**src/rtl/uart_transmit_if.sv**
```systemverilog
// uart_transmit_if: groups the byte handshake and serial line of the UART transmitter.
// Signals: Send/Din (request, byte), tx_out (serial line), Sent (ack), busy.
// master = requester side, slave = transmitter side.
interface uart_transmit_if;
  logic       Send;
  logic [7:0] Din;
  logic       tx_out;
  logic       Sent;
  logic       busy;

  modport master (output Send, output Din, input tx_out, input Sent, input busy);
  modport slave  (input Send, input Din, output tx_out, output Sent, output busy);
endinterface

```
**src/rtl/uart_transmit.sv**
```systemverilog
// uart_transmit: serialises one byte per four-phase Send/Sent handshake as
// start, 8 data bits LSB first, parity, stop; each bit lasts BIT_CYCLES clocks.
// Ports: clk, reset (async active-low), bus (slave modport: Send, Din, tx_out, Sent, busy).
module uart_transmit #(
  parameter int CLK_FREQ   = 100_000_000,
  parameter int BAUD_RATE  = 19_200,
  parameter bit PARITY_ODD = 1'b1
) (
  input  logic           clk,
  input  logic           reset,
  uart_transmit_if.slave bus
);

  localparam int BIT_CYCLES = CLK_FREQ / BAUD_RATE;
  localparam int CW         = (BIT_CYCLES > 1) ? $clog2(BIT_CYCLES) : 1;
  localparam logic [CW-1:0] CNT_LAST = CW'(BIT_CYCLES - 1);

  typedef enum logic [2:0] {
    IDLE,
    START,
    DATA,
    PARITY,
    STOP,
    ACK
  } state_t;

  state_t         state_q;
  logic [CW-1:0]  cnt_q;
  logic [CW-1:0]  cnt_d;
  logic [2:0]     bit_q;
  logic [7:0]     shift_q;
  logic           par_q;
  logic           tx_q;
  logic           sent_q;
  logic           busy_q;
  logic           bit_done;

  // Cycle counter wraps at the end of every bit period.
  assign bit_done = (cnt_q == CNT_LAST);
  assign cnt_d    = bit_done ? '0 : cnt_q + 1'b1;

  always_ff @(posedge clk or negedge reset) begin
    if (!reset) begin
      state_q <= IDLE;
      cnt_q   <= '0;
      bit_q   <= '0;
      shift_q <= '0;
      par_q   <= 1'b0;
      tx_q    <= 1'b1;
      sent_q  <= 1'b0;
      busy_q  <= 1'b0;
    end else begin
      case (state_q)
        IDLE: begin
          tx_q   <= 1'b1;
          sent_q <= 1'b0;
          if (bus.Send) begin
            // Byte and parity are captured here so later Din changes cannot
            // disturb the frame; the start bit goes out on this same edge.
            shift_q <= bus.Din;
            par_q   <= (^bus.Din) ^ PARITY_ODD;
            cnt_q   <= '0;
            bit_q   <= '0;
            tx_q    <= 1'b0;
            busy_q  <= 1'b1;
            state_q <= START;
          end
        end
        START: begin
          cnt_q <= cnt_d;
          if (bit_done) begin
            tx_q    <= shift_q[0];
            state_q <= DATA;
          end
        end
        DATA: begin
          cnt_q <= cnt_d;
          if (bit_done) begin
            shift_q <= shift_q >> 1;
            if (bit_q == 3'd7) begin
              tx_q    <= par_q;
              state_q <= PARITY;
            end else begin
              // shift_q[1] is the bit that becomes shift_q[0] after this shift.
              tx_q  <= shift_q[1];
              bit_q <= bit_q + 3'd1;
            end
          end
        end
        PARITY: begin
          cnt_q <= cnt_d;
          if (bit_done) begin
            tx_q    <= 1'b1;
            state_q <= STOP;
          end
        end
        STOP: begin
          cnt_q <= cnt_d;
          if (bit_done) begin
            sent_q  <= 1'b1;
            state_q <= ACK;
          end
        end
        ACK: begin
          tx_q <= 1'b1;
          // Requester must drop Send before another frame can be accepted.
          if (!bus.Send) begin
            sent_q  <= 1'b0;
            busy_q  <= 1'b0;
            state_q <= IDLE;
          end
        end
        default: begin
          tx_q    <= 1'b1;
          sent_q  <= 1'b0;
          busy_q  <= 1'b0;
          state_q <= IDLE;
        end
      endcase
    end
  end

  assign bus.tx_out = tx_q;
  assign bus.Sent   = sent_q;
  assign bus.busy   = busy_q;

endmodule

```
**src/flat_wrapper.sv**
```systemverilog
// flat-port wrapper written by rule: the top's interface ports become plain ports
module uart_transmit_flat 
#(
  parameter int CLK_FREQ   = 100_000_000,
  parameter int BAUD_RATE  = 19_200,
  parameter bit PARITY_ODD = 1'b1
)
  (clk, reset, bus_Send, bus_Din, bus_tx_out, bus_Sent, bus_busy);
  uart_transmit_if bus_i ();
  input  logic clk;
  input  logic reset;
  input wire logic [$bits(bus_i.Send)-1:0] bus_Send;
  input wire logic [$bits(bus_i.Din)-1:0] bus_Din;
  output wire logic [$bits(bus_i.tx_out)-1:0] bus_tx_out;
  output wire logic [$bits(bus_i.Sent)-1:0] bus_Sent;
  output wire logic [$bits(bus_i.busy)-1:0] bus_busy;
  assign bus_i.Send = bus_Send;
  assign bus_i.Din = bus_Din;
  assign bus_tx_out = bus_i.tx_out;
  assign bus_Sent = bus_i.Sent;
  assign bus_busy = bus_i.busy;
  uart_transmit #(.CLK_FREQ(CLK_FREQ), .BAUD_RATE(BAUD_RATE), .PARITY_ODD(PARITY_ODD)) u_core (.clk(clk), .reset(reset), .bus(bus_i));
endmodule
```
**config.mk**
```make
export PLATFORM = sky130hd
export DESIGN_NAME = uart_transmit_flat
export DESIGN_NICKNAME = d
export VERILOG_FILES = /design/src/rtl/uart_transmit_if.sv /design/src/rtl/uart_transmit.sv /design/src/flat_wrapper.sv
export SDC_FILE = /design/constraint.sdc
export NUM_CORES = 1
export LEC_CHECK = 0
export BUFFER_PORTS_ARGS = -buffer_cell sky130_fd_sc_hd__clkbuf_2
export CAP_MARGIN = 20
export CORE_MARGIN = 2
export CORE_UTILIZATION = 40
export DETAILED_ROUTE_END_ITERATION = 12
export SETUP_SLACK_MARGIN = 0.05
export SLEW_MARGIN = 20
export SYNTH_ARGS = -nofsm -noshare
export SYNTH_HDL_FRONTEND = slang
export SYNTH_SLANG_ARGS = --single-unit
export TNS_END_PERCENT = 20
```
**constraint.sdc**
```tcl
create_clock -name clk -period 5.3 [get_ports clk]
set_input_delay 0.795 -clock clk [delete_from_list [all_inputs] [get_ports clk]]
set_output_delay 0.795 -clock clk [all_outputs]
set_load 0.05 [all_outputs]
```
==> results of run 1 <==
## worst reg2reg max path: stages, from the launching register on
cell and delay, ps:
dfrtp_1 480, nor4b_4 550, nand3_4 280, o21ai_4 400, mux2_4 330
## cells in the mapped netlist (2+ instances only)
cell,instances
nand4_1,3
dfrtp_1,30
clkbuf_1,6
a31oi_1,10
nor2b_1,2
nor4_1,4
o21ai_0,8
inv_2,2
mux2i_1,7
xor2_1,3
a41oi_1,2
buf_2,3
or3_1,3
a21oi_1,6
mux2_4,7
xnor2_1,10
nand3_1,8
mux2_2,7
ha_1,3
or4_1,3
nand2_1,13
inv_1,7
nor3_1,6
nor2_1,13
## power groups by stage
| stage | Sequential [W] | Clock [W] | Combinational (W) |
|---|---|---|---|
| 6_report | 0.000368 | 0.000244 | 0.000186 |
| 3_3_place_gp | 0.000371 | 0 | 0.000183 |
| 3_5_place_dp | 0.000372 | 0 | 0.000188 |
| 5_1_grt | 0.000380 | 0.000256 | 0.000212 |
| 4_1_cts | 0.000368 | 0.000248 | 0.000188 |
| 2_1_floorplan | 0.000368 | 0 | 0.000141 |
## metal layers
metal	vias to the layer above	track usage, %
li1	715	-
met1	684	23.3
met2	23	23.9
met3	6	3.73
met4	0	5.56
met5	-	0
## flip-flops by register name, summed over array words and instances (netlist names)
| register | flops |
|---|---|
| u_core.par_q | 1 |
| u_core.bus.Sent | 1 |
| u_core.state_q | 3 |
| u_core.bus.tx_out | 1 |
| u_core.bit_q | 3 |
| u_core.bus.busy | 1 |
| u_core.shift_q | 8 |
| u_core.cnt_q | 13 |
## cells by family after synthesis
| logic type | synth area share, % |
|---|---|
| AO/OA/AOI/OAI | 14.0 |
| XOR/XNOR | 6.02 |
| adder cells (fa/ha/maj) | 1.98 |
| buffers and inverters | 3.77 |
| flip-flops | 41.1 |
| multiplexers | 13.4 |
| AND/OR/NAND/NOR | 19.7 |
## through the flow
| stage | instance area, µm² | setup WS [ps] | cells |
|---|---|---|---|
| global placement | 1990 | 2990 | 246 |
| global route | 2100 | 2970 | 254 |
| finish | 2100 | 3130 | 254 |
| floorplan | 1890 | 3240 | 188 |
| CTS | 2100 | 3140 | 254 |
| detailed placement | 1990 | 2970 | 246 |
## layout by cell type, fill, tap and decap left out, types with 2 or more instances in the layout
master | Yosys | layout
or3_1 | 3 | 3
xnor2_1 | 10 | 10
nand2_1 | 13 | 13
or4_1 | 3 | 3
nor2_1 | 13 | 13
mux2_2 | 7 | 7
mux2i_1 | 7 | 7
inv_2 | 2 | 2
nor4_1 | 4 | 4
clkbuf_8 | 0 | 6
a31oi_1 | 10 | 10
ha_1 | 3 | 3
dfrtp_1 | 30 | 30
a41oi_1 | 2 | 2
nand3_1 | 8 | 8
nor3_1 | 6 | 6
clkbuf_2 | 0 | 13
nand4_1 | 3 | 3
a21oi_1 | 6 | 6
inv_1 | 7 | 7
xor2_1 | 3 | 3
o21ai_0 | 8 | 8
mux2_4 | 7 | 7
nor2b_1 | 2 | 2
## cell type report
| type | instances | area share (%) |
|---|---|---|
| sequential | 31 | 36.9 |
| inverter | 9 | 1.61 |
| clock buffer | 6 | 3.92 |
| timing repair buffer | 13 | 3.09 |
| multi-input combinational | 139 | 49.6 |
| clock inverter | 2 | 1.66 |
| tap | 54 | 3.21 |
## path summary, 6_finish.rpt
kind                                endpoint        startpoint  slack (ps)
max in group asynchronous    u_core.cnt_q[1]             reset        4210
min                         u_core.cnt_q[12]  u_core.cnt_q[12]         470
min in group asynchronous    u_core.cnt_q[5]             reset         580
max reg2reg                u_core.shift_q[1]   u_core.cnt_q[7]        3130
max                        u_core.shift_q[1]   u_core.cnt_q[7]        3130
min reg2reg                 u_core.cnt_q[12]  u_core.cnt_q[12]         470
==> impl_metrics.csv, run 1 <==
group,metric,value,unit
timing,slew_viol_final,0,
floorplan,dieArea,0.00530,mm²
hold_path,hold_path.class,"reg2reg",
power,leakage,0.859,nW
critical_path,worst-path-stages,4,
critical_path,path_cells,"nor4b_4 -> nand3_4 -> o21ai_4 -> mux2_4",
route,wl,3.71,mm
critical_path,timing.critical_path.buf_inv,0,
timing,final.setup_skew,5.94,ps
logic_synthesis,synthTopCellsByArea,"dfrtp_1 40%, mux2_4 5.6%, xnor2_1 4.6%",
route,drc,0,
clock_network,postCtsHoldBufs,0,
logic_synthesis,ys.flop_type,"dfrtp_1",
clock_network,clock_sinks,31,
clock_network,clock_path_buffers,2,
logic_synthesis,synth_warnings,0,
placement,io_buffers,13,
job,cap_violations,0,
layout,syn2layout_area_growth,11.2,%
floorplan,rows,25,
logic_synthesis,synth_area_leader_cell,"dfrtp_1",
logic_synthesis,synth_fp_nets,202,
outcome,outcome,"finished, final reports clean",
timing,max_slew_margin,46.8,%
global_routing,grt-ovfl-total,0,
clock_network,insertion_delay,280,ps
critical_path,critPathArrivalTime,2340,ps
floorplan,design.core.area,0.00463,mm²
global_routing,grt_max_degree,32,
global_routing,antenna_found_initial,0,
layout,antenna_cells,0,
placement,gp_congestion,0.754,
logic_synthesis,netlist_area,0.00189,mm²
power,swShare,31.3,%
route,wl_per_cell,14.6,µm
route,top_layer,"met4",
timing,min_period,2170,ps
route,first_iter_violations,85,
clock_network,cts_buffers,5,
route,route.met2.wl,1.69,mm
critical_path,cp.required,5470,ps
critical_path,ff2ff_path_depth,4,
route,viasPerCell,5.62,
floorplan,io_pins,14,
route,wirelength_met1,1.83,mm
timing,rsz0062_at_grt,"false",
hold_path,hold_depth,1,
critical_path,critPathLaunchType,"register",
logic_synthesis,ys_seq_area_share,41.1,%
layout,multi_input_area,0.00104,mm²
layout,final-seq-area,777,µm²
power,intPower,0.000548,W
clock_network,cts_resized,0,
power,switching_power,0.000250,W
logic_synthesis,ys_seq_elements,31,
timing,finalCritPeriodShare,40.9,%
timing,hold_violations,0,
timing,worstMarginPinSlew,798,ps
power,p_comb_share,23.3,%
global_routing,grt_pass1_wl,6.64,mm
clock_network,clkTransAtPathRegs,70,ps
power,clkPwrFrac,30.6,%
timing,setup_viol,0,
power,pwr-share-seq,46.2,%
layout,drive_gt1_share,22.5,%
layout,fill_cells,469,
power,ir_worst_vdd,0.157,mV
clock_network,root_buffer,"clkbuf_8",
logic_synthesis,synthArstFlopShare,100,%
clock_network,cts_max_level,2,
power,power_density,379,mW/mm²
placement,post-dp-hpwl,2.53,mm
clock_network,cts_tree,"done",
timing,fmax,462,MHz
critical_path,cp_slowest_cell,"nor4b_4",
logic_synthesis,yosys.area.top_type_share,39.7,%
route,dr_wl_met3,127,µm
timing,whs,469,ps
critical_path,path_max_fanout,16,
layout,final_util,45.5,%
critical_path,crit_type,"reg2reg",
logic_synthesis,syn_avg_cell_area,10.1,µm²
route,dr_total_vias,1428,
global_routing,grt_pass1_vias,1370,
logic_synthesis,synthDistinctLibCells,46,
floorplan,initial_core_util,40.9,%
floorplan,dieWidth,72.8,µm
floorplan,dieHeight,72.8,µm
critical_path,critPathMaxStageDelay,550,ps
layout,nets,213,
logic_synthesis,synthCells,188,
power,total_power,0.000798,W
timing,finalSetupTns,0,ps
clock_network,cts_setup_buffers,0,
route,dr.pass1.iters,6,
critical_path,end_kind,"register",
logic_synthesis,synth_edf_count,0,
critical_path,critical-path-top-delay-family,"simple AND/OR/NAND/NOR gates",
route,detail-route-antenna-nets,0,
global_routing,grt_usage,16.2,%
No activity file was read; power rests on OpenSTA's default activity.
==> inputs of run 2 (changes only) <==
clock period = 2.05 ns   (was 5.3 ns; I/O delays follow)
==> run 2 against run 1 <==
First-iteration DRC count is 18% higher. Design area up 2.4%. Combinational power grew to 2.6 times the previous value. Die area did not move. Sequential share of layout area fell by 0.86 points. Routed wire length grew 1.9%. Non-clock buffer count is 11 higher. Cell count up 4.3%. Critical path type unchanged. Critical endpoint unchanged. Largest power group unchanged.
==> impl_metrics.csv, run 2 (synthesis gave the netlist of run 1 again) <==
group,metric,value,unit
outcome,outcome,"finished, final reports clean",
route,viasPerCell,5.55,
placement,post-dp-hpwl,2.71,mm
global_routing,grt_max_degree,32,
route,detail-route-antenna-nets,0,
layout,drive_gt1_share,26.1,%
route,drc,0,
power,p_comb_share,25.7,%
layout,layout_commonest_cell,"dfrtp_1",
timing,min_period,1910,ps
floorplan,dieHeight,72.8,µm
power,pwr-share-seq,50.0,%
timing,setup_viol,0,
route,top_layer,"met4",
timing,finalCritPeriodShare,92.9,%
clock_network,postCtsHoldBufs,0,
placement,place_inst,257,
clock_network,cts_tree,"done",
route,dr.pass1.iters,4,
layout,largest_register,"u_core.cnt_q",
power,clkPwrFrac,24.4,%
critical_path,path_max_fanout,11,
global_routing,grt_usage,16.3,%
power,switching_power,0.000638,W
route,first_iter_violations,100,
clock_network,clock_sinks,31,
floorplan,dieWidth,72.8,µm
timing,max_slew_margin,48.1,%
power,leakage,0.893,nW
timing,finalSetupTns,0,ps
power,power_density,888,mW/mm²
global_routing,antenna_found_initial,0,
layout,final_cells,265,
route,dr_total_vias,1472,
clock_network,cts_max_level,2,
critical_path,critPathLaunch,"u_core.cnt_q[0]",
placement,io_buffers,13,
route,wirelength_met1,1.80,mm
critical_path,ff2ff_path_depth,5,
power,ir_worst_vdd,0.385,mV
power,intPower,0.00127,W
floorplan,initial_core_util,40.9,%
route,wl_per_cell,14.3,µm
critical_path,critPathArrivalTime,2070,ps
global_routing,grt-ovfl-total,0,
timing,slew_viol_final,0,
floorplan,design.core.area,0.00463,mm²
layout,nets,224,
clock_network,insertion_delay,290,ps
layout,final_cell_mix,"30 x dfrtp_1, 13 x nand2_1, 13 x nor2_1, 13 x clkbuf_2, 11 x buf_4",
clock_network,clock_path_buffers,2,
layout,largest_reg_flops,13,
layout,reg.largest.list,"u_core.cnt_q (13), u_core.shift_q (8)",
timing,fmax,525,MHz
critical_path,cp.required,2220,ps
global_routing,grt_pass1_wl,6.56,mm
critical_path,critPathLaunchType,"register",
floorplan,dieArea,0.00530,mm²
floorplan,io_pins,14,
route,route.met2.wl,1.69,mm
timing,hold_violations,0,
critical_path,reg2reg_from,"u_core.cnt_q[0]",
clock_network,root_buffer,"clkbuf_8",
layout,syn2layout_area_growth,13.9,%
floorplan,rows,25,
clock_network,cts_buffers,5,
critical_path,end_kind,"register",
placement,gp_congestion,0.777,
job,cap_violations,0,
timing,rsz0062_at_grt,"true",
route,wl,3.78,mm
layout,antenna_cells,0,
power,swShare,33.4,%
timing,final.setup_skew,8.04,ps
timing,worstMarginPinSlew,779,ps
critical_path,crit_type,"reg2reg",
clock_network,clkTransAtPathRegs,70,ps
global_routing,grt_pass1_vias,1355,
hold_path,hold_path.class,"in2async",
route,dr_wl_met3,202,µm
## run 2: path summary, 6_finish.rpt
check                                    endpoint  slack, ps
max in group asynchronous       u_core.shift_q[4]       1470
worst min-delay path              u_core.cnt_q[5]         90
worst min register to register       u_core.par_q        480
worst max register to register  u_core.shift_q[1]        140
worst max-delay path            u_core.shift_q[1]        140
min in group clk                u_core.shift_q[7]        280
## run 2: metrics by stage
| step | setup WS (ps) | power, W | utilization (%) | hold slack (ps) | instance area [µm²] |
|---|---|---|---|---|---|
| 2_1_floorplan | 197 | 0.00132 | - | 11.9 | 1890 |
| 3_3_place_gp | 140 | 0.00146 | 44.7 | 437 | 2070 |
| 3_5_place_dp | 145 | 0.00146 | 44.7 | 438 | 2070 |
| 4_1_cts | 126 | 0.00194 | 46.5 | 130 | 2150 |
| 5_1_grt | 17.8 | 0.00205 | 46.5 | 171 | 2150 |
| 6_report | 145 | 0.00191 | 46.5 | 89.0 | 2150 |
## run 2: metal layers
metal	vias to the layer above	global-route usage, %
met5	-	0
met4	0	7.41
met3	8	4.70
met2	32	23.1
met1	694	23.0
li1	738	-
## run 2: layout make-up
type | count | area (µm²)
Tap cell | 54 | 67.6
Fill cell | 453 | 2470
Sequential cell | 31 | 777
Multi-Input combinational cell | 139 | 1050
Timing Repair Buffer | 24 | 148
Clock inverter | 1 | 5.00
Clock buffer | 7 | 76.3
Inverter | 9 | 33.8
## run 2: power by group through the flow
| stage | registers, W | clock network, W | logic [W] |
|---|---|---|---|
| floorplan | 0.000952 | 0 | 0.000364 |
| global placement | 0.000961 | 0 | 0.000496 |
| detailed placement | 0.000961 | 0 | 0.000502 |
| CTS | 0.000954 | 0.000484 | 0.000502 |
| global route | 0.000982 | 0.000511 | 0.000560 |
| finish | 0.000956 | 0.000466 | 0.000491 |
## run 2: timing repair
item | CTS | global route
resized for setup | 0 | 1
endpoints found under the setup margin | 0 | 14
setup buffers | 0 | 0
## run 2: critical path, stage by stage (launching register included)
cell and delay, ps:
dfrtp_1 380, ha_1 220, and4b_1 300, nand3_4 180, o21ai_4 370, mux2_4 340
